<file path="src/rtl/fabric_boot_pkg.sv">
// rtl/fabric_boot_pkg.sv - shared state/source types for the fabric boot sequencer
package fabric_boot_pkg;

  typedef enum logic [2:0] {
    ST_IDLE,
    ST_START,
    ST_LOAD,
    ST_WAIT_CFG,
    ST_DONE,
    ST_RETRY,
    ST_FAIL,
    ST_RX
  } boot_state_e;

  typedef enum logic [1:0] {
    SRC_NONE,
    SRC_CTRL,
    SRC_RX
  } src_sel_e;

  function automatic src_sel_e src_for_state(boot_state_e st);
    case (st)
      ST_LOAD: return SRC_CTRL;
      ST_RX:   return SRC_RX;
      default: return SRC_NONE;
    endcase
  endfunction

  function automatic logic is_busy_state(boot_state_e st);
    return (st == ST_START) || (st == ST_LOAD) || (st == ST_WAIT_CFG) || (st == ST_RETRY);
  endfunction

endpackage

</file>
<file path="src/rtl/fabric_boot_sequencer_if.sv">
// rtl/fabric_boot_sequencer_if.sv - controller, receiver and fabric_config bus of the boot sequencer
interface fabric_boot_sequencer_if #(
  parameter int SLOT_W = 4
);
  logic              ctrl_start_o;
  logic [SLOT_W-1:0] ctrl_slot_o;
  logic              ctrl_busy_i;
  logic [31:0]       ctrl_data_i;
  logic              ctrl_valid_i;
  logic [31:0]       rx_data_i;
  logic              rx_valid_i;
  logic [31:0]       cfg_data_o;
  logic              cfg_valid_o;
  logic              cfg_busy_i;
  logic              cfg_configured_i;

  modport master (
    output ctrl_start_o, ctrl_slot_o, cfg_data_o, cfg_valid_o,
    input  ctrl_busy_i, ctrl_data_i, ctrl_valid_i, rx_data_i, rx_valid_i,
    input  cfg_busy_i, cfg_configured_i
  );

  modport slave (
    input  ctrl_start_o, ctrl_slot_o, cfg_data_o, cfg_valid_o,
    output ctrl_busy_i, ctrl_data_i, ctrl_valid_i, rx_data_i, rx_valid_i,
    output cfg_busy_i, cfg_configured_i
  );
endinterface

</file>
<file path="src/rtl/fabric_boot_timeout.sv">
// rtl/fabric_boot_timeout.sv - clearable saturating load timeout counter
module fabric_boot_timeout #(
  parameter int TIMEOUT_CYCLES = 2**20
) (
  input  logic clk_i,
  input  logic rst_i,
  input  logic clr_i,
  input  logic en_i,
  output logic expired_o
);
  localparam int CW = $clog2(TIMEOUT_CYCLES + 1);
  localparam logic [CW-1:0] LIMIT = CW'(TIMEOUT_CYCLES);
  localparam logic [CW-1:0] LAST  = CW'(TIMEOUT_CYCLES - 1);

  logic [CW-1:0] cnt_q, cnt_d;

  always_comb begin
    cnt_d = cnt_q;
    if (clr_i) begin
      cnt_d = '0;
    end else if (en_i && (cnt_q != LIMIT)) begin
      cnt_d = cnt_q + 1'b1;
    end
  end

  always_ff @(posedge clk_i) begin
    if (rst_i) begin
      cnt_q <= '0;
    end else begin
      cnt_q <= cnt_d;
    end
  end

  // Fires on the enabled cycle in which the count reaches TIMEOUT_CYCLES.
  assign expired_o = en_i && (cnt_q >= LAST);

endmodule

</file>
<file path="src/rtl/fabric_boot_sequencer.sv">
// rtl/fabric_boot_sequencer.sv - boot/warmboot sequencing, retry/golden fallback and bitstream mux
module fabric_boot_sequencer
  import fabric_boot_pkg::*;
#(
  parameter int NUM_SLOTS      = 16,
  parameter int SLOT_W         = 4,
  parameter int TIMEOUT_CYCLES = 2**20,
  parameter int MAX_RETRIES    = 3
) (
  input  logic                    clk_i,
  input  logic                    rst_i,
  input  logic                    mode_i,
  input  logic                    warmboot_boot_i,
  input  logic [SLOT_W-1:0]       warmboot_slot_i,
  fabric_boot_sequencer_if.master bus,
  output logic                    fabric_hold_o,
  output logic                    busy_o,
  output logic                    error_o,
  output logic [SLOT_W-1:0]       active_slot_o
);
  localparam int RW = $clog2(MAX_RETRIES + 1);

  boot_state_e       state_q, state_d;
  logic [SLOT_W-1:0] slot_q, slot_d;
  logic [RW-1:0]     retry_q, retry_d, retry_inc;
  logic              seen_busy_q, seen_busy_d;
  logic              error_q, error_d;
  logic              wb_prev_q;
  logic              ctrl_start_q;
  logic [SLOT_W-1:0] ctrl_slot_q;
  logic [SLOT_W-1:0] active_slot_q;
  logic [31:0]       cfg_data_q;
  logic              cfg_valid_q;
  logic              hold_q, hold_d;
  logic              busy_q;

  logic              wb_edge;
  logic              slot_ok;
  logic              tmo_expired;
  logic              fwd_valid;
  logic [31:0]       fwd_data;

  assign wb_edge   = warmboot_boot_i && !wb_prev_q;
  assign slot_ok   = int'(warmboot_slot_i) < NUM_SLOTS;
  assign retry_inc = retry_q + 1'b1;

  fabric_boot_timeout #(
    .TIMEOUT_CYCLES(TIMEOUT_CYCLES)
  ) u_timeout (
    .clk_i    (clk_i),
    .rst_i    (rst_i),
    .clr_i    (state_q == ST_START),
    .en_i     ((state_q == ST_LOAD) || (state_q == ST_WAIT_CFG)),
    .expired_o(tmo_expired)
  );

  always_comb begin
    state_d     = state_q;
    slot_d      = slot_q;
    retry_d     = retry_q;
    seen_busy_d = seen_busy_q;
    error_d     = error_q;
    case (state_q)
      ST_IDLE: begin
        if (mode_i) begin
          state_d = ST_RX;
        end else begin
          state_d = ST_START;
          slot_d  = '0;
          retry_d = '0;
        end
      end
      ST_START: begin
        state_d     = ST_LOAD;
        seen_busy_d = 1'b0;
      end
      ST_LOAD: begin
        // The load is over only after the controller has actually been seen busy.
        if (bus.ctrl_busy_i) seen_busy_d = 1'b1;
        if (seen_busy_q && !bus.ctrl_busy_i) begin
          state_d = ST_WAIT_CFG;
        end else if (tmo_expired) begin
          state_d = ST_RETRY;
        end
      end
      ST_WAIT_CFG: begin
        if (!bus.cfg_busy_i) begin
          state_d = bus.cfg_configured_i ? ST_DONE : ST_RETRY;
        end else if (tmo_expired) begin
          state_d = ST_RETRY;
        end
      end
      ST_RETRY: begin
        retry_d = retry_inc;
        if (int'(retry_inc) < MAX_RETRIES) begin
          state_d = ST_START;
        end else if (slot_q != '0) begin
          state_d = ST_START;
          slot_d  = '0;
          retry_d = '0;
        end else begin
          state_d = ST_FAIL;
          error_d = 1'b1;
        end
      end
      ST_DONE: begin
        if (mode_i) begin
          state_d = ST_RX;
        end else if (wb_edge) begin
          if (slot_ok) begin
            state_d = ST_START;
            slot_d  = warmboot_slot_i;
            retry_d = '0;
          end else begin
            error_d = 1'b1;
          end
        end
      end
      ST_FAIL: begin
        error_d = 1'b1;
        if (mode_i) state_d = ST_RX;
      end
      ST_RX: begin
        if (!mode_i) state_d = ST_IDLE;
      end
      default: state_d = ST_IDLE;
    endcase
  end

  always_comb begin
    fwd_valid = 1'b0;
    fwd_data  = 32'h0;
    case (src_for_state(state_q))
      SRC_CTRL: begin
        fwd_valid = bus.ctrl_valid_i;
        fwd_data  = bus.ctrl_data_i;
      end
      SRC_RX: begin
        fwd_valid = bus.rx_valid_i;
        fwd_data  = bus.rx_data_i;
      end
      default: begin
        fwd_valid = 1'b0;
        fwd_data  = 32'h0;
      end
    endcase
  end

  // Hold follows the next state so it rises on the very edge that leaves DONE.
  always_comb begin
    hold_d = 1'b1;
    if (state_d == ST_DONE) begin
      hold_d = 1'b0;
    end else if ((state_d == ST_RX) && bus.cfg_configured_i && !bus.cfg_busy_i) begin
      hold_d = 1'b0;
    end
  end

  always_ff @(posedge clk_i) begin
    if (rst_i) begin
      state_q       <= ST_IDLE;
      slot_q        <= '0;
      retry_q       <= '0;
      seen_busy_q   <= 1'b0;
      error_q       <= 1'b0;
      wb_prev_q     <= 1'b0;
      ctrl_start_q  <= 1'b0;
      ctrl_slot_q   <= '0;
      active_slot_q <= '0;
      cfg_data_q    <= 32'h0;
      cfg_valid_q   <= 1'b0;
      hold_q        <= 1'b1;
      busy_q        <= 1'b0;
    end else begin
      state_q      <= state_d;
      slot_q       <= slot_d;
      retry_q      <= retry_d;
      seen_busy_q  <= seen_busy_d;
      error_q      <= error_d;
      wb_prev_q    <= warmboot_boot_i;
      ctrl_start_q <= (state_q == ST_START);
      if (state_q == ST_START) begin
        ctrl_slot_q   <= slot_q;
        active_slot_q <= slot_q;
      end
      cfg_valid_q <= fwd_valid;
      if (fwd_valid) cfg_data_q <= fwd_data;
      hold_q <= hold_d;
      busy_q <= is_busy_state(state_d);
    end
  end

  assign bus.ctrl_start_o = ctrl_start_q;
  assign bus.ctrl_slot_o  = ctrl_slot_q;
  assign bus.cfg_data_o   = cfg_data_q;
  assign bus.cfg_valid_o  = cfg_valid_q;
  assign fabric_hold_o    = hold_q;
  assign busy_o           = busy_q;
  assign error_o          = error_q;
  assign active_slot_o    = active_slot_q;

endmodule

</file>
<file path="src/flat_wrapper.sv">
// flat-port wrapper written by rule: the top's interface ports become plain ports
module fabric_boot_sequencer_flat import fabric_boot_pkg::*;
#(
  parameter int NUM_SLOTS      = 16,
  parameter int SLOT_W         = 4,
  parameter int TIMEOUT_CYCLES = 2**20,
  parameter int MAX_RETRIES    = 3
)
  (clk_i, rst_i, mode_i, warmboot_boot_i, warmboot_slot_i, fabric_hold_o, busy_o, error_o, active_slot_o, bus_ctrl_start_o, bus_ctrl_slot_o, bus_cfg_data_o, bus_cfg_valid_o, bus_ctrl_busy_i, bus_ctrl_data_i, bus_ctrl_valid_i, bus_rx_data_i, bus_rx_valid_i, bus_cfg_busy_i, bus_cfg_configured_i);
  fabric_boot_sequencer_if #(.SLOT_W(SLOT_W)) bus_i ();
  input  logic clk_i;
  input  logic rst_i;
  input  logic mode_i;
  input  logic warmboot_boot_i;
  input  logic [SLOT_W-1:0] warmboot_slot_i;
  output logic fabric_hold_o;
  output logic busy_o;
  output logic error_o;
  output logic [SLOT_W-1:0] active_slot_o;
  output wire logic [$bits(bus_i.ctrl_start_o)-1:0] bus_ctrl_start_o;
  output wire logic [$bits(bus_i.ctrl_slot_o)-1:0] bus_ctrl_slot_o;
  output wire logic [$bits(bus_i.cfg_data_o)-1:0] bus_cfg_data_o;
  output wire logic [$bits(bus_i.cfg_valid_o)-1:0] bus_cfg_valid_o;
  input wire logic [$bits(bus_i.ctrl_busy_i)-1:0] bus_ctrl_busy_i;
  input wire logic [$bits(bus_i.ctrl_data_i)-1:0] bus_ctrl_data_i;
  input wire logic [$bits(bus_i.ctrl_valid_i)-1:0] bus_ctrl_valid_i;
  input wire logic [$bits(bus_i.rx_data_i)-1:0] bus_rx_data_i;
  input wire logic [$bits(bus_i.rx_valid_i)-1:0] bus_rx_valid_i;
  input wire logic [$bits(bus_i.cfg_busy_i)-1:0] bus_cfg_busy_i;
  input wire logic [$bits(bus_i.cfg_configured_i)-1:0] bus_cfg_configured_i;
  assign bus_ctrl_start_o = bus_i.ctrl_start_o;
  assign bus_ctrl_slot_o = bus_i.ctrl_slot_o;
  assign bus_cfg_data_o = bus_i.cfg_data_o;
  assign bus_cfg_valid_o = bus_i.cfg_valid_o;
  assign bus_i.ctrl_busy_i = bus_ctrl_busy_i;
  assign bus_i.ctrl_data_i = bus_ctrl_data_i;
  assign bus_i.ctrl_valid_i = bus_ctrl_valid_i;
  assign bus_i.rx_data_i = bus_rx_data_i;
  assign bus_i.rx_valid_i = bus_rx_valid_i;
  assign bus_i.cfg_busy_i = bus_cfg_busy_i;
  assign bus_i.cfg_configured_i = bus_cfg_configured_i;
  fabric_boot_sequencer #(.NUM_SLOTS(NUM_SLOTS), .SLOT_W(SLOT_W), .TIMEOUT_CYCLES(TIMEOUT_CYCLES), .MAX_RETRIES(MAX_RETRIES)) u_core (.clk_i(clk_i), .rst_i(rst_i), .mode_i(mode_i), .warmboot_boot_i(warmboot_boot_i), .warmboot_slot_i(warmboot_slot_i), .bus(bus_i), .fabric_hold_o(fabric_hold_o), .busy_o(busy_o), .error_o(error_o), .active_slot_o(active_slot_o));
endmodule
</file>
<file path="config.mk">
export PLATFORM = sky130hd
export DESIGN_NAME = fabric_boot_sequencer_flat
export DESIGN_NICKNAME = d
export VERILOG_FILES = /design/src/rtl/fabric_boot_pkg.sv /design/src/rtl/fabric_boot_sequencer_if.sv /design/src/rtl/fabric_boot_timeout.sv /design/src/rtl/fabric_boot_sequencer.sv /design/src/flat_wrapper.sv
export SDC_FILE = /design/constraint.sdc
export NUM_CORES = 1
export LEC_CHECK = 0
export ABC_AREA = 1
export BUFFER_PORTS_ARGS = -buffer_cell sky130_fd_sc_hd__buf_2
export CORE_UTILIZATION = 30
export DETAILED_ROUTE_END_ITERATION = 10
export HOLD_SLACK_MARGIN = 0.08
export SLEW_MARGIN = 10
export SYNTH_ARGS = -nofsm -noshare
export SYNTH_HDL_FRONTEND = slang
export SYNTH_SLANG_ARGS = --single-unit
</file>
<file path="constraint.sdc">
create_clock -name clk_i -period 6.47 [get_ports clk_i]
set_input_delay 0 -clock clk_i [delete_from_list [all_inputs] [get_ports clk_i]]
set_output_delay 0 -clock clk_i [all_outputs]
set_load 0.005 [all_outputs]
</file>
## Yosys cells after proc, flatten, opt, wreduce, memory -nomap -nowiden

Index checks and enable logic that the tools add are counted.

| storage, ports and cells | value |
|---|---|
| output and inout bits | 45 |
| flip-flop bits (word level) | 73 |
| bits in read-only memories | 0 |
| bits in writable memories | 0 |
| memories | 0 |
| bits in latches | 0 |

| operators by class | value |
|---|---|
| mux-type cells | 34 |
| equality and inequality tests | 23 |
| reduce and logical (&&, ||, !) cells | 23 |
| order comparisons | 2 |
| bitwise gates (word level) | 0 |
| shifts and indexed selects | 0 |
| div/mod/pow operators | 0 |
| multipliers | 0 |
| add/sub/neg operators | 2 |

Operator list:

| kind | number |
|---|---|
| $pmux W32 S2 | 1 |
| $mux W3 | 10 |
| $pmux W3 S8 | 1 |
| $add A21 B1 Y21 const B | 1 |
| $eq A3 B3 Y1 const B | 7 |
| $ge A21 B20 Y1 const B | 1 |
| $ne A21 B21 Y1 const B | 1 |
| $mux W4 | 5 |
| $eq A3 B2 Y1 const B | 4 |
| $pmux W4 S3 | 1 |
| $mux W2 | 5 |
| $ne A2 B2 Y1 const B | 5 |
| $eq A3 B1 Y1 const B | 2 |
| $logic_and A1 B1 Y1 | 6 |
| $mux W1 | 6 |
| $pmux W1 S2 | 3 |
| $pmux W2 S3 | 1 |
| $reduce_and A6 Y1 | 1 |
| $logic_or A1 B1 Y1 | 4 |
| $ne A2 B1 Y1 const B | 2 |
| $pmux W2 S2 | 1 |
| $reduce_and A4 Y1 | 1 |
| $reduce_bool A2 Y1 | 2 |
| $reduce_bool A4 Y1 | 1 |
| other kinds (10) | 12 |

## Logic depth before layout (Yosys ltp)

Gate-level depths: netlist of run 1.

| depth | value |
|---|---|
| word-level depth | 11 |
| mapped depth | 15 |
| mapped depth without buffers | 14 |

## Hierarchy

A second synthesis of run 1 with hierarchy kept.

| unflattened totals | value |
|---|---|
| cells, all modules | 573 |
| area total of the unflattened synthesis | 3981.3 um2 |

By module, submodules not included:

| module | instances | area an instance (um2) | cells each |
|---|---|---|---|
| fabric_boot_sequencer | 1 | 2556.2 | 353 |
| fabric_boot_timeout | 1 | 1425.1 | 220 |

## Least setup slack after synthesis of run 1

OpenSTA, ideal clock, no wires.

| path | value |
|---|---|
| path type | flip-flop to flip-flop |
| start point | register u_core.state_q[1] |
| end point | register u_core.cfg_data_q[22] (netlist: u_core.bus.cfg_data_o[22]) |
| clock period less this slack | 2168 ps |
| stages on the path, launching flop included | 14 |
| data required time | 6348 ps |
| buffers on the path | 2 |
| path slack | 4302 ps |
| arrival | 2046 ps |
| library setup time | 122 ps |
| cells stage by stage | dfxtp_1 -> inv_2 -> nor2_2 -> inv_1 -> nor2_2 -> ha_1 -> buf_1 -> a22o_1 -> inv_1 -> nor2_1 -> inv_1 -> buf_2 -> a221oi_1 -> nor2_1 |

| on the way | value |
|---|---|
| longest elaborated chain between the ends | 4 |
| elaborated cells between the ends (all ways) | 7 |

Ends and longest elaborated chain:

| what | RTL line | source |
|---|---|---|
| from (decl) | fabric_boot_sequencer.sv:23 | `boot_state_e state_q, state_d;` |
| from (signal assigned) | fabric_boot_sequencer.sv:175 | `state_q <= state_d;` |
| $eq A3 B3 Y1 / $eq A3 B2 Y1 (equally long branches) | fabric_boot_pkg.sv:22 | `case (st)` |
| $pmux W2 S2 (*) | fabric_boot_pkg.sv:22 |  |
| $eq A2 B2 Y1 / $eq A2 B1 Y1 (equally long branches) | fabric_boot_sequencer.sv:133 | `case (src_for_state(state_q))` |
| $pmux W32 S2 / $pmux W1 S2 (equally long branches) | fabric_boot_sequencer.sv:133 |  |
| to (signal assigned) | fabric_boot_sequencer.sv:187 | `if (fwd_valid) cfg_data_q <= fwd_data;` |
| to (decl) | fabric_boot_sequencer.sv:32 | `logic [31:0] cfg_data_q;` |

Mark *: on every way between the ends. The rest lies on a longest branch, timed or not.
A chain may end at the register's enable or synchronous reset.

## Final worst setup path of run 1

| path | value |
|---|---|
| start point | register u_core.state_q[1] |
| end point | register u_core.cfg_data_q[3] (netlist: u_core.bus.cfg_data_o[3]) |

Same word-level chain as after synthesis.

==> impl_metrics.yaml, run 1 <==
timing:
  hold_viol: 0
  max_slew_margin_pct: 16.6
  setup_viol: 0
  drv_slew: 0
  period_needed_ps: 4370
  rsz0062_at_grt: "false"
  fmax_ghz: 0.229
  finClkSkew_ps: 7.80
  fin_crit_sh_pct: 67.5
  setup_tns_ps: 0
  worst_slew_pin_slew_ps: 1250
clocking:
  cts_tree: "built"
  htreeDepth: 3
  cts_hold_buf: 73
  cts_buffers: 9
  post_cts_resized: 0
  cts_root_buf: "clkbuf_16"
  clock_latency_ps: 330
  post_cts_buffers: 0
  clk_pin_slew_worst_paths_ps: 60
  cts_sinks: 73
  clockBufferDepth: 2
floorplan:
  die_area_um2: 12300
  die_y_um: 111
  die_w_um: 111
  io_pins: 122
  core_area_um2: 11500
  initial_core_util_pct: 31.0
  row_count: 39
synth:
  synth_nets: 569
  syn_area_per_cell_um2: 7.29
  synth_top_area_cell: "dfxtp_1"
  synth_seq_cells: 73
  syn_inst: 487
  yosysTopAreaCellShare_pct: 41.2
  ys_types: 33
  synth_area_leaders: "dfxtp_1, nand2_1, a221oi_1, nor2_1, o21ai_0"
  seq_area_frac_synth_pct: 41.2
  yosys_warnings: 0
  synth_area_um2: 3550
finish:
  utilization_pct: 46.2
  seqCellArea_um2: 1460
  final_common_cell: "buf_2"
  fillers: 1057
  fin_cells: 814
  drive_gt1_share_pct: 24.1
  multi_input_area_um2: 1750
  layout_common_cells: "buf_2, nand2_1, dlygate4sd3_1, dfxtp_1, nor2_1"
  antenna_cells: 0
  syn_to_final_growth_pct: 49.2
  nNetsFinal: 748
critical_path:
  path_class: "flop to flop"
  r2r_slack_ps: 2100
  worst_setup_path_start_kind: "flop"
  critPathBufInv: 6
  worst-endpoint-required_ps: 6690
  critPathMaxStageDelay_ps: 1020
  arrival_ps: 4590
  critPathSlowestCell: "ha_1"
  endpoint: "u_core.bus.cfg_data_o[3]"
  cp_top_family: "buffers and inverters"
  crit_cells: 13
  crit_fanout: 33
  end_kind: "flop"
  cpMostUsedCell: "inv_1"
  r2r-end: "u_core.bus.cfg_data_o[3]"
  path_cells: "inv_2 -> nor2_2 -> inv_1 -> nor2_2 -> ha_1 -> a22o_1 -> inv_1 -> nor2_1 -> buf_4 -> inv_1 -> a221oi_1 -> dlygate4sd3_1 -> nor2_1"
  timing.rr.start: "u_core.state_q[1]"
  r2r_cells: 13
  startpoint: "u_core.state_q[1]"
drt:
  drt_iter0_markers: 235
  detail-route-antenna-nets: 0
  first_pass_iters: 7
  vias: 4068
  wl_per_cell_um: 13.7
  drt_wl_total_mm: 11.2
  drcViolationCount: 0
  routed_via_density: 5.00
global_route:
  grt_max_degree: 41
  grt_pass1_vias: 4039
  grt_pass1_wl_mm: 18.3
  grtUsageTotal_pct: 18.2
  antenna_found_initial: 0
  grt-ovfl-total: 0
placed_design:
  dpl.cell_count: 725
  gp_congestion: 0.932
  dpl.hpwl_mm: 7.03
  io_buffers: 121
pwr:
  p_leak_nw: 2.44
  power_density_nw_per_um2: 298
  ir_drop_mv: 0.153
job:
  cap_violations: 0
run_status:
  status: "finished, final reports clean"
worst_hold_path:
  hold_class: "input pin to flop"
## synthesized netlist by cell type
cell type and instances:
nand3_1 15, nor2_4 1, nand3_2 3, inv_1 45, a22o_1 1, nand4_1 12, or2_2 3, nor3_1 5
clkbuf_1 17, and2_1 1, o2111ai_1 1, buf_2 5, dfxtp_1 73, o21ai_0 45, xor2_1 10, buf_4 4
nor2_2 3, nand2_2 2, xnor2_1 2, a221oi_1 32, nor2_1 67, a21oi_1 25, buf_1 1, nor3b_1 1
nand2_1 80, a22oi_1 1, a21oi_2 1, a211oi_1 2, ha_1 5, inv_2 12, o211ai_1 2, o21ai_1 3
nor4_1 7
## power by group
part	switching [W]	internal (W)
Combinational	0.000301	0.000171
Sequential	0.0000316	0.000496
Clock	0.000193	0.000387
Total	0.000526	0.00105
## flip-flops by register name, summed over array words and instances (netlist names)
signal / cells
u_core.bus.cfg_data_o: 32
u_core.u_timeout.cnt_q: 21
u_core.bus.ctrl_slot_o: 4
u_core.slot_q: 4
u_core.state_q: 3
u_core.retry_q: 2
u_core.bus.cfg_valid_o: 1
u_core.bus.ctrl_start_o: 1
u_core.busy_o: 1
u_core.error_o: 1
u_core.fabric_hold_o: 1
u_core.seen_busy_q: 1
u_core.wb_prev_q: 1
## logic make-up after synthesis
group                    count (synthesis)  synth area share [%]
AO/OA/AOI/OAI                          113                  20.0
adder cells (fa/ha/maj)                  5                  1.76
XOR/XNOR                                12                  2.96
buffers and inverters                   84                  9.48
AND/OR/NAND/NOR                        200                  24.7
flip-flops                              73                  41.2
## worst register-to-register path, cell delays in order (launching register included)
cell and delay, ps:
dfxtp_1 400, inv_2 80, nor2_2 180, inv_1 80
nor2_2 180, ha_1 1020, a22o_1 250, inv_1 40
nor2_1 80, buf_4 300, inv_1 520, a221oi_1 460
dlygate4sd3_1 630, nor2_1 40
## through the flow
stage | area [um2] | hold slack, ps | total power, W | worst slack [ps]
2_1_floorplan | 3550 | 120 | 0.000831 | 4300
3_3_place_gp | 4220 | 215 | 0.000949 | 2850
3_5_place_dp | 4220 | 228 | 0.000959 | 2760
4_1_cts | 5300 | 148 | 0.00159 | 2250
5_1_grt | 5300 | 190 | 0.00167 | 1770
6_report | 5300 | 129 | 0.00158 | 2100
## worst min path at each step
stage	slack [ps]	from	depth (start not counted)	endpoint
global placement	210	warmboot_boot_i	3	u_core.wb_prev_q
floorplan	120	warmboot_boot_i	2	u_core.wb_prev_q
global route	190	bus_cfg_configured_i	6	u_core.fabric_hold_o
finish	130	bus_cfg_configured_i	6	u_core.fabric_hold_o
detailed placement	230	warmboot_boot_i	3	u_core.wb_prev_q
CTS	150	bus_cfg_configured_i	6	u_core.fabric_hold_o
## per-layer routing
layer | global-route usage, % | up-vias | part of all wire (%)
met5 | 0 | - | 0
met4 | 10.3 | 0 | 4.0
met3 | 4.48 | 33 | 7.5
met2 | 31.0 | 187 | 47
met1 | 20.7 | 1845 | 41
li1 | - | 2003 | -
## layout make-up
type,count,share of cell area (%)
repair buffers,195,25.4
multi-input cells,330,33.1
clock buffers,11,4.58
flip-flops and latches,73,27.6
inverters,57,4.04
well taps,143,3.38
clock inverters,5,1.94
Power figures use the tool's default switching activity.
==> inputs of run 2 (changes only) <==
clock period = 4.35 ns   (was 6.47 ns; I/O delays follow)
==> run 2 against run 1 <==
Net effect:
- sequential share of layout area fell by 0.091 points
- flip-flop and latch count did not move
- critical path depth rose by 1
- via count barely moved
- first-iteration DRC count fell by 26%
- critical path type unchanged
- critical endpoint is now u_core.bus.cfg_data_o[14]
==> impl_metrics.yaml, run 2 (synthesized netlist as in run 1, its figures left out) <==
clocking:
  cts_hold_buf: 74
  post_cts_resized: 0
  clockBufferDepth: 2
  post_cts_buffers: 0
  cts_root_buf: "clkbuf_16"
  cts_buffers: 9
  htreeDepth: 3
  cts_sinks: 73
  clk_pin_slew_worst_paths_ps: 60
  clock_latency_ps: 330
  cts_tree: "built"
drt:
  met1_length_mm: 4.67
  dr_wl_met3_um: 893
  first_pass_iters: 5
  drt_wl_total_mm: 11.3
  detail-route-antenna-nets: 0
  drcViolationCount: 0
  dr.max_layer_used: "met4"
  wl_per_cell_um: 13.9
  routed_via_density: 4.99
  vias: 4066
  drt_iter0_markers: 175
  route.met2.wl_mm: 5.42
floorplan:
  initial_core_util_pct: 31.0
  core_area_um2: 11500
  die_area_um2: 12300
  row_count: 39
  die_y_um: 111
  io_pins: 122
  die_w_um: 111
placed_design:
  pre_cts_ws_ps: 801
  io_buffers: 121
  dpl.cell_count: 726
  dpl.hpwl_mm: 7.19
  gp_congestion: 0.909
timing:
  rsz0062_at_grt: "false"
  fin_crit_sh_pct: 87.9
  max_slew_margin_pct: 25.7
  finClkSkew_ps: 7.09
  hold_viol: 0
  worst_slew_pin_slew_ps: 1110
  setup_viol: 0
  fin_ws_ps: 527
  fmax_ghz: 0.262
  drv_slew: 0
  period_needed_ps: 3820
  setup_tns_ps: 0
critical_path:
  critPathMaxStageDelay_ps: 800
  cpMostUsedCell: "inv_1"
  path_cells: "inv_2 -> nor2_2 -> inv_1 -> nor2_2 -> inv_1 -> ha_2 -> a22o_1 -> inv_1 -> nor2_1 -> buf_4 -> inv_1 -> a221oi_1 -> dlygate4sd3_1 -> nor2_1"
  worst-endpoint-required_ps: 4600
  arrival_ps: 4070
  timing.rr.start: "u_core.state_q[1]"
  crit_fanout: 33
  worst_setup_path_start_kind: "flop"
  startpoint: "u_core.state_q[1]"
  path_class: "flop to flop"
  end_kind: "flop"
  critPathSlowestCell: "inv_1"
finish:
  largest_register_ff_count: 32
  syn_to_final_growth_pct: 49.6
  fillers: 1087
  nNetsFinal: 750
  final_common_cell: "buf_2"
  layout_common_cells: "buf_2, nand2_1, dlygate4sd3_1"
  fin_cells: 815
  antenna_cells: 0
  drive_gt1_share_pct: 24.4
  utilization_pct: 46.3
global_route:
  grtUsageTotal_pct: 18.8
  grt-ovfl-total: 0
  grt_pass1_wl_mm: 18.9
  grt_max_degree: 41
  grt_pass1_vias: 4039
  antenna_found_initial: 0
worst_hold_path:
  hold_class: "input pin to flop"
  worstHoldStart: "bus_cfg_configured_i"
run_status:
  status: "finished, final reports clean"
pwr:
  power_density_nw_per_um2: 442
  p_leak_nw: 2.45
  ir_drop_mv: 0.228
  finalPower_w: 0.00235
job:
  cap_violations: 0
## run 2: metal layers
| metal | vias to the layer above | track usage, % |
|---|---|---|
| met5 | - | 0 |
| met4 | 0 | 8.89 |
| met3 | 28 | 5.90 |
| met2 | 192 | 31.3 |
| met1 | 1846 | 21.9 |
| li1 | 2000 | - |
## run 2: where the power goes
part / total, W / switching [W] / leakage (nW) / internal, W
Combinational: 0.000710 / 0.000445 / 1.69 / 0.000264
Sequential: 0.000784 / 0.0000465 / 0.591 / 0.000738
Clock: 0.000858 / 0.000285 / 0.169 / 0.000573
## run 2: layout make-up
| type | count | area (um2) | share of cell area [%] |
|---|---|---|---|
| multi-input cells | 330 | 1760 | 33.0 |
| flip-flops and latches | 73 | 1460 | 27.5 |
| repair buffers | 197 | 1360 | 25.6 |
| clock buffers | 10 | 239 | 4.50 |
| inverters | 57 | 214 | 4.03 |
| well taps | 143 | 179 | 3.37 |
| clock inverters | 5 | 104 | 1.95 |
## run 2: worst max-delay path, delay by kind of cell (launching register included)
kind,cells,cell delay (ps)
and+or+nand+nor,4,540
AOI/OAI and AO/OA,2,410
buffers and inverters,7,1960
DFF,1,400
adders and majority gates,1,410
## run 2: worst paths after layout
| path | to | slack, ps | cells past startpoint |
|---|---|---|---|
| worst max-delay path | u_core.bus.cfg_data_o[14] | 530 | 14 |
| worst min-delay path | u_core.fabric_hold_o | 120 | 6 |
| worst max register to register | u_core.bus.cfg_data_o[14] | 530 | 14 |
| worst min register to register | u_core.error_o | 460 | 2 |
## run 2: stage by stage
| stage | instance area (um2) | hold WS (ps) |
|---|---|---|
| floorplan | 3550 | 120 |
| global placement | 4230 | 214 |
| detailed placement | 4230 | 218 |
| CTS | 5310 | 137 |
| global route | 5310 | 160 |
| finish | 5310 | 116 |
==> inputs of run 3 (changes only) <==
--- a/config.mk
+++ b/config.mk
@@ -8,3 +8,3 @@
 export ABC_AREA = 1
-export BUFFER_PORTS_ARGS = -buffer_cell sky130_fd_sc_hd__buf_2
+export BUFFER_PORTS_ARGS = -buffer_cell sky130_fd_sc_hd__buf_4
 export CORE_UTILIZATION = 30
--- a/constraint.sdc
+++ b/constraint.sdc
@@ -3,2 +3,2 @@
 set_output_delay 0 -clock clk_i [all_outputs]
-set_load 0.005 [all_outputs]
+set_load 0.01 [all_outputs]
==> run 3 against run 2 <==
Net effect:
- clock skew up 1.4 ps
- non-clock buffer count shrank 1
- critical path type unchanged
- first-iteration DRC count increased by 12%
- largest cell class unchanged
- clock power decreased by 14%
- worst hold slack improved by 16 ps
- final cell count unchanged
- combinational power is 4.9% higher
- power down 3.6%
- wire length increased by 0.48%
- critical path depth unchanged
- core utilization is 2.1 points higher
==> impl_metrics.yaml, run 3 (synthesized netlist as in run 1, its figures left out) <==
run_status:
  status: "finished, final reports clean"
floorplan:
  die_y_um: 111
  initial_core_util_pct: 31.0
  row_count: 39
  die_area_um2: 12300
  die_w_um: 111
  io_pins: 122
  core_area_um2: 11500
critical_path:
  arrival_ps: 3990
  timing.rr.start: "u_core.state_q[1]"
  path_class: "flop to flop"
  r2r-end: "u_core.bus.cfg_data_o[11]"
  worst_setup_path_start_kind: "flop"
  crit_fanout: 33
  r2r_cells: 14
  worst-endpoint-required_ps: 4580
  critPathSlowestCell: "dlygate4sd3_1"
  r2r_slack_ps: 590
  end_kind: "flop"
  path_cells: "inv_2 -> nor2_2 -> inv_1 -> nor2_2 -> ha_1 -> buf_4 -> a22o_1 -> inv_1 -> nor2_1 -> buf_4 -> inv_1 -> a221oi_1 -> dlygate4sd3_1 -> nor2_1"
  cpMostUsedCell: "inv_1"
  critPathMaxStageDelay_ps: 620
worst_hold_path:
  worstHoldEndpoint: "u_core.fabric_hold_o"
  hold_class: "input pin to flop"
  min_delay_path_depth: 6
  worstHoldStart: "bus_cfg_configured_i"
drt:
  wl_per_cell_um: 14.0
  drt_wl_total_mm: 11.4
  route.met2.wl_mm: 5.51
  dr.max_layer_used: "met4"
  drcViolationCount: 0
  dr_wl_met3_um: 914
  met1_length_mm: 4.66
  routed_via_density: 4.97
  first_pass_iters: 4
  drt_iter0_markers: 196
  vias: 4053
  detail-route-antenna-nets: 0
timing:
  hold_viol: 0
  period_needed_ps: 3760
  fmax_ghz: 0.266
  drv_slew: 0
  finClkSkew_ps: 8.52
  max_slew_margin_pct: 29.8
  rsz0062_at_grt: "false"
  fin_ws_ps: 586
  setup_viol: 0
  fin_crit_sh_pct: 86.5
  worst_slew_pin_slew_ps: 1050
  setup_tns_ps: 0
clocking:
  cts_sinks: 73
  clk_pin_slew_worst_paths_ps: 60
  clock_latency_ps: 340
  post_cts_resized: 0
  cts_tree: "built"
  clockBufferDepth: 2
  cts_root_buf: "clkbuf_16"
  htreeDepth: 3
  cts_buffers: 9
finish:
  drive_gt1_share_pct: 24.6
  fillers: 1066
  design_area_um2: 5560
  antenna_cells: 0
  nNetsFinal: 749
  syn_to_final_growth_pct: 56.4
  largest_register_ff_count: 32
  final_common_cell: "buf_4"
  layout_common_cells: "buf_4, nand2_1, dfxtp_1"
pwr:
  ir_drop_mv: 0.260
  power_density_nw_per_um2: 408
  p_leak_nw: 2.48
global_route:
  grt_pass1_wl_mm: 19.0
  antenna_found_initial: 0
  grt_pass1_vias: 4032
  grt-ovfl-total: 0
  grtUsageTotal_pct: 19.0
  grt_max_degree: 41
placed_design:
  pre_cts_ws_ps: 1210
  gp_congestion: 0.906
  dpl.hpwl_mm: 7.28
  io_buffers: 121
  dpl_cell_area_um2: 4540
job:
  cap_violations: 0
==> run 3: what timing repair did <==
| action | 4_1_cts | 5_1_grt |
|---|---|---|
| buffers inserted | 0 | 0 |
| setup endpoints to repair | 0 | 0 |
| endpoints found under the hold margin | 44 | 0 |
| hold buffers | 72 | 0 |
==> run 3: how the worst max path moves through the flow <==
stage | startpoint | to | slack [ps]
finish | u_core.state_q[1] | u_core.bus.cfg_data_o[11] | 590
global route | u_core.state_q[1] | u_core.bus.cfg_data_o[28] | 240
CTS | u_core.state_q[1] | u_core.bus.cfg_data_o[11] | 670
detailed placement | u_core.state_q[1] | u_core.bus.cfg_data_o[0] | 1210
global placement | u_core.state_q[1] | u_core.bus.cfg_data_o[31] | 1260
floorplan | u_core.state_q[1] | u_core.bus.cfg_data_o[22] | 2180
==> run 3: critical path, delay by kind of cell, from the launching register on <==
| kind | cells | cell delay (ps) |
|---|---|---|
| AO/OA/AOI/OAI | 2 | 620 |
| buffers and inverters | 7 | 1950 |
| adder cells (fa/ha/maj) | 1 | 180 |
| flip-flops | 1 | 400 |
| AND/OR/NAND/NOR | 4 | 480 |
==> run 3: stage by stage <==
step / power [W] / utilization [%] / hold WS [ps] / cells
finish: 0.00227 / 48.4 / 132 / 815
global route: 0.00242 / 48.4 / 197 / 815
CTS: 0.00228 / 48.4 / 127 / 815
detailed placement: 0.00148 / 39.6 / 217 / 727
global placement: 0.00147 / 39.6 / 215 / 727
floorplan: 0.00125 / - / 120 / 487
==> run 3: layout make-up <==
type | instances | area (um2) | share of cell area, %
inverters | 57 | 214 | 3.85
clock inverters | 7 | 71.3 | 1.28
multi-input cells | 330 | 1750 | 31.6
repair buffers | 196 | 1650 | 29.7
well taps | 143 | 179 | 3.22
flip-flops and latches | 73 | 1460 | 26.3
clock buffers | 9 | 225 | 4.05
==> run 3: report_power, final <==
part | total, W | internal (W) | leakage [nW] | switching (W)
Combinational | 0.000745 | 0.000288 | 1.75 | 0.000457
Clock | 0.000736 | 0.000442 | 0.137 | 0.000294
Sequential | 0.000785 | 0.000738 | 0.591 | 0.0000475
Total | 0.00227 | 0.00147 | 2.48 | 0.000798
==> run 3: metal layers <==
layer / global-route usage [%] / vias to the layer above
met4: 7.56 / 0
met1: 21.7 / 1860
met3: 6.72 / 27
met5: 0 / -
li1: - / 2007
met2: 32.1 / 159
